[src/rtl/serial_sub_pkg.sv]
// Shared types and helpers for the bit-serial subtractor.
//   sub_state_t : FSM state encoding (IDLE, SHIFT, DONE)
//   cnt_width() : width of the bit counter for a given operand width
package serial_sub_pkg;

  typedef enum logic [1:0] {
    IDLE,
    SHIFT,
    DONE
  } sub_state_t;

  // Counter runs 0..width-1; never narrower than one bit.
  function automatic int unsigned cnt_width(input int unsigned width);
    return (width > 2) ? $clog2(width) : 1;
  endfunction

endpackage

[src/rtl/full_subtractor.sv]
// Combinational 1-bit full-subtractor cell.
//   a, b : operand bits (computes a - b - bi)
//   bi   : borrow in
//   d    : difference bit
//   bo   : borrow out
module full_subtractor (
  input  logic a,
  input  logic b,
  input  logic bi,
  output logic d,
  output logic bo
);

  always_comb begin
    d  = a ^ b ^ bi;
    bo = (~a & b) | (~(a ^ b) & bi);
  end

endmodule

[src/rtl/serial_subtractor.sv]
// Bit-serial WIDTH-bit subtractor: diff = a - b - bin, LSB first, one bit per
// clock through a single full_subtractor cell with a registered borrow.
// Ports:
//   clk, rst                 clock, asynchronous active-high reset
//   start_valid/start_ready  operand handshake (a, b, bin)
//   res_valid/res_ready      result handshake (diff, bout, ovf)
//   diff                     a - b - bin modulo 2^WIDTH
//   bout                     borrow out of the MSB
//   busy                     high while in SHIFT or DONE
//   ovf                      signed overflow, present only when
//                            SERIAL_SUB_OVF_EN is defined
module serial_subtractor
  import serial_sub_pkg::*;
#(
  parameter int unsigned WIDTH = 8
) (
  input  logic             clk,
  input  logic             rst,
  input  logic             start_valid,
  output logic             start_ready,
  input  logic [WIDTH-1:0] a,
  input  logic [WIDTH-1:0] b,
  input  logic             bin,
  output logic             res_valid,
  input  logic             res_ready,
  output logic [WIDTH-1:0] diff,
  output logic             bout,
  output logic             busy
`ifdef SERIAL_SUB_OVF_EN
  ,
  output logic             ovf
`endif
);

  localparam int unsigned CW = cnt_width(WIDTH);
  localparam logic [CW-1:0] LAST = CW'(WIDTH - 1);

  sub_state_t       state_q, state_d;
  logic [WIDTH-1:0] a_sh_q, a_sh_d;
  logic [WIDTH-1:0] b_sh_q, b_sh_d;
  logic [WIDTH-1:0] diff_q, diff_d;
  logic [CW-1:0]    cnt_q, cnt_d;
  logic             borrow_q, borrow_d;
  logic             bout_q, bout_d;
  logic             res_valid_q, res_valid_d;
`ifdef SERIAL_SUB_OVF_EN
  logic             a_msb_q, a_msb_d;
  logic             b_msb_q, b_msb_d;
  logic             ovf_q, ovf_d;
`endif

  logic cell_d;
  logic cell_bo;

  full_subtractor u_cell (
    .a  (a_sh_q[0]),
    .b  (b_sh_q[0]),
    .bi (borrow_q),
    .d  (cell_d),
    .bo (cell_bo)
  );

  always_comb begin
    state_d     = state_q;
    a_sh_d      = a_sh_q;
    b_sh_d      = b_sh_q;
    diff_d      = diff_q;
    cnt_d       = cnt_q;
    borrow_d    = borrow_q;
    bout_d      = bout_q;
    res_valid_d = res_valid_q;
`ifdef SERIAL_SUB_OVF_EN
    a_msb_d     = a_msb_q;
    b_msb_d     = b_msb_q;
    ovf_d       = ovf_q;
`endif
    unique case (state_q)
      IDLE: begin
        if (start_valid) begin
          a_sh_d   = a;
          b_sh_d   = b;
          borrow_d = bin;
          cnt_d    = '0;
          state_d  = SHIFT;
`ifdef SERIAL_SUB_OVF_EN
          a_msb_d  = a[WIDTH-1];
          b_msb_d  = b[WIDTH-1];
`endif
        end
      end
      SHIFT: begin
        // Result bits enter at the MSB so the LSB lands at bit 0 after WIDTH shifts.
        diff_d   = {cell_d, diff_q[WIDTH-1:1]};
        a_sh_d   = {1'b0, a_sh_q[WIDTH-1:1]};
        b_sh_d   = {1'b0, b_sh_q[WIDTH-1:1]};
        borrow_d = cell_bo;
        cnt_d    = cnt_q + CW'(1);
        if (cnt_q == LAST) begin
          state_d     = DONE;
          res_valid_d = 1'b1;
          bout_d      = cell_bo;
`ifdef SERIAL_SUB_OVF_EN
          // cell_d is the final diff MSB on this edge.
          ovf_d       = (a_msb_q != b_msb_q) && (cell_d != a_msb_q);
`endif
        end
      end
      DONE: begin
        if (res_ready) begin
          state_d     = IDLE;
          res_valid_d = 1'b0;
        end
      end
      default: begin
        state_d     = IDLE;
        res_valid_d = 1'b0;
      end
    endcase
  end

  always_ff @(posedge clk or posedge rst) begin
    if (rst) begin
      state_q     <= IDLE;
      a_sh_q      <= '0;
      b_sh_q      <= '0;
      diff_q      <= '0;
      cnt_q       <= '0;
      borrow_q    <= 1'b0;
      bout_q      <= 1'b0;
      res_valid_q <= 1'b0;
`ifdef SERIAL_SUB_OVF_EN
      a_msb_q     <= 1'b0;
      b_msb_q     <= 1'b0;
      ovf_q       <= 1'b0;
`endif
    end else begin
      state_q     <= state_d;
      a_sh_q      <= a_sh_d;
      b_sh_q      <= b_sh_d;
      diff_q      <= diff_d;
      cnt_q       <= cnt_d;
      borrow_q    <= borrow_d;
      bout_q      <= bout_d;
      res_valid_q <= res_valid_d;
`ifdef SERIAL_SUB_OVF_EN
      a_msb_q     <= a_msb_d;
      b_msb_q     <= b_msb_d;
      ovf_q       <= ovf_d;
`endif
    end
  end

  always_comb begin
    start_ready = (state_q == IDLE);
    busy        = (state_q != IDLE);
    res_valid   = res_valid_q;
    diff        = diff_q;
    bout        = bout_q;
`ifdef SERIAL_SUB_OVF_EN
    ovf         = ovf_q;
`endif
  end

endmodule

[config.mk]
export PLATFORM = sky130hd
export DESIGN_NAME = serial_subtractor
export DESIGN_NICKNAME = d
export VERILOG_FILES = /design/src/rtl/serial_sub_pkg.sv /design/src/rtl/full_subtractor.sv /design/src/rtl/serial_subtractor.sv
export SDC_FILE = /design/constraint.sdc
export NUM_CORES = 1
export LEC_CHECK = 0
export ABC_AREA = 1
export CAP_MARGIN = 40
export CORE_MARGIN = 2
export CORE_UTILIZATION = 45
export DETAILED_ROUTE_END_ITERATION = 16
export PLACE_DENSITY = 0.84
export SLEW_MARGIN = 20
export SYNTH_ARGS = -nofsm -noshare
export SYNTH_HDL_FRONTEND = slang
export SYNTH_HIERARCHICAL = 1
export SYNTH_SLANG_ARGS = --single-unit
[constraint.sdc]
create_clock -name clk -period 1.2 [get_ports clk]
set_clock_uncertainty 0.1 [all_clocks]
set_input_delay 0.24 -clock clk [delete_from_list [all_inputs] [get_ports clk]]
set_output_delay 0.24 -clock clk [all_outputs]
set_load 0.01 [all_outputs]
==> qor.txt, run 1 <==
outcome -> complete, but fails checks
failing checks -> setup timing
combined area of the multi-input logic cells -> 659.4 sq um
area added between synthesis and finish -> 41.20%
Setup WS post-layout -> -0.1872 ns
I/O pins -> 33
Residual DRC -> 0
DRT Pass-1 Iters -> 4
Worst R2R Setup Slack -> -0.17 ns
Synth async-reset ratio -> 1.000
sequential share of the synthesized area -> 0.5071
Final period util -> 1.156
reg2reg end -> b_sh_q[0]$_DFFE_PP0P_
Hold Buf Count CTS -> 0
row count -> 21
core area -> 3363 sq um
fill count -> 304
Min-Delay Path Class -> in2async
Startpoint Class -> flop
pwr/cell area -> 2403 nW/um^2
vias per cell -> 4.357
Worst-Margin Slew -> 0.2258 ns
crit path DAT -> 1.05 ns
CTS tree -> built
Final Net Count -> 294
Min Clock Period, post-route -> 1.387 ns
Synth Area per Inst -> 7.591 sq um
diode count -> 0
most frequent cell after synthesis -> nand2_1
Syn Inst Count -> 208
critical path endpoint -> busy
DRT iter0 DRCs -> 84
die height -> 63.24 um
WL per Instance -> 9.701 um
Final Power -> 5.358 mW
Max rail drop VDD -> 1.125 mV
ys flop type -> dfrtp_1
Initial Util -> 0.4695
area share of the largest cell type after synthesis -> 0.5071
die area -> 3999 sq um
Worst Path Required -> 0.86 ns
Synth Warn # -> 6
Unique masters post-synth -> 15
clk buf depth -> 2
vias in the first global route -> 1362
Slew HR -> 0.8489
fmax -> 0.7209 GHz
FF+latch area -> 800.8 sq um
Port Buf Inserts -> 32
largest net degree at the start of global routing -> 33
Final Max Tran Viols -> 0
CP startpoint -> state_q[0]$_DFFE_PP0P_
Fin. Hold Viols -> 0
GRT Resource Usage Total -> 0.1759
DR vias -> 1368
Synth Register Bits -> 32
WL final -> 3046 um
endpoints failing setup -> 34
clock root buffer -> clkbuf_4
critical path type -> reg2out
RSZ-0062 raised after global routing -> yes
reg2reg path depth -> 7
Post-Syn Nets -> 232
Num Clock Sinks -> 32
Detail Placement HPWL -> 2172 um
Min Hold Slack -> 0.1526 ns
Max-cap violations -> 0
Synth area leader -> dfrtp_1
Leakage -> 1.215 nW
CP Max Fanout -> 3
Antenna Nets Post-Route -> 0
Routability Congestion -> 0.7820
Reg clk slew, reported paths -> 0.09 ns
R2R Path Start -> state_q[1]$_DFFE_PP0P_
chip width -> 63.24 um
worst skew pair latency -> 0.33 ns
TritonCTS buffer count -> 5
number of synthesized flops with an enable pin -> 0
Critical Path End Type -> output port
initial antenna violation count -> 0
H-tree depth -> 2
first-pass GRT wire length -> 5499 um
Synth Cell Area -> 1579 sq um
total grt overflow -> 0
proportion of layout cells with a drive suffix above 1 -> 0.2836
Commonest cells post-synth -> 91 x nand2_1, 32 x dfrtp_1, 28 x inv_1
synth top area cells -> dfrtp_1 51%, nand2_1 22%, inv_1 6.7%
==> area by class of cell <==
cell class | instances | area share
sequential | 32 | 0.3591
inverter | 31 | 0.05499
timing repair buffer | 62 | 0.2475
clock buffer | 5 | 0.01684
multi-input combinational | 138 | 0.2957
tap | 46 | 0.02581
==> worst min-delay path by stage <==
stage / cells after the start / slack, ns / endpoint
after global routing: 3 / 0.16 / diff[5]$_DFFE_PP0P_
final: 3 / 0.15 / diff[5]$_DFFE_PP0P_
after floorplan: 1 / 0.26 / a_sh_q[0]$_DFFE_PP0P_
after detailed placement: 2 / 0.37 / b_sh_q[4]$_DFFE_PP0P_
after CTS: 3 / 0.17 / borrow_q$_DFFE_PP0P_
after global placement: 2 / 0.36 / cnt_q[1]$_DFFE_PP0P_
==> critical path: stages (launching register included) <==
cell     delay, ns
dfrtp_1       0.41
nor2_4        0.13
inv_1         0.05
buf_2         0.13
==> where the power goes <==
part / internal (mW) / total [mW] / switching [mW]
clock: 0.195 / 0.512 / 0.317
combinational: 1.45 / 2.99 / 1.54
sequential: 1.58 / 1.85 / 0.270
total: 3.23 / 5.36 / 2.13
==> state kept, by name (all words and copies together), names as in the netlist <==
name       cells
cnt_q          3
state_q        2
res_valid      1
bout           1
diff           8
a_sh_q         8
b_sh_q         8
borrow_q       1
==> metrics by stage <==
step | setup WS [ns] | utilization | setup TNS (ns) | std cells | instance area, sq um
finish | -0.1872 | 0.6629 | -3.751 | 314 | 2230
global placement | -0.3061 | 0.6142 | -6.789 | 297 | 2066
CTS | -0.1968 | 0.6369 | -4.030 | 311 | 2142
floorplan | -0.04853 | - | -0.04853 | 208 | 1587
detailed placement | -0.3434 | 0.6142 | -7.760 | 297 | 2066
global route | -0.2430 | 0.6629 | -6.557 | 314 | 2230
==> layer usage <==
metal  GRT usage  wire length [um]
met3     0.05893               135
met2      0.3178              1580
met1      0.1937              1285
met4     0.05707                45
met5           0                 0
==> layout by cell type, fill, tap and decap left out, drive strengths merged <==
cell	instances
clkdlybuf4s50	20
clkinvlp	1
nor2	27
nand3	7
dfrtp	32
ha	2
buf	42
nand2	92
clkbuf	5
a21oi	1
inv	30
o21ai	8
fa	1
==> timing repair <==
item,CTS,global route
pin swaps,4,17
endpoints found under the hold margin,0,0
resized for setup,60,22
endpoints found under the setup margin,44,44
setup buffers,9,3
==> cells by family (layout without fill, tap and decap cells) <==
logic type,count (synthesis),count (layout),synth area share
fa+ha+maj,3,3,0.02852
simple gates,126,126,0.3098
flops,32,32,0.5071
buf+inv,38,98,0.1189
compound gates,9,9,0.03566
Note: power is estimated with default switching activity, not from simulation.
==> run 2, diff against run 1 <==
--- a/config.mk
+++ b/config.mk
@@ -9,6 +9,7 @@
 export CAP_MARGIN = 40
 export CORE_MARGIN = 2
 export CORE_UTILIZATION = 45
+export CTS_CLUSTER_SIZE = 24
 export DETAILED_ROUTE_END_ITERATION = 16
 export PLACE_DENSITY = 0.84
 export SLEW_MARGIN = 20
==> results of run 2 <==
No change in the layout: final DEF, timing and power equal those of run 1.
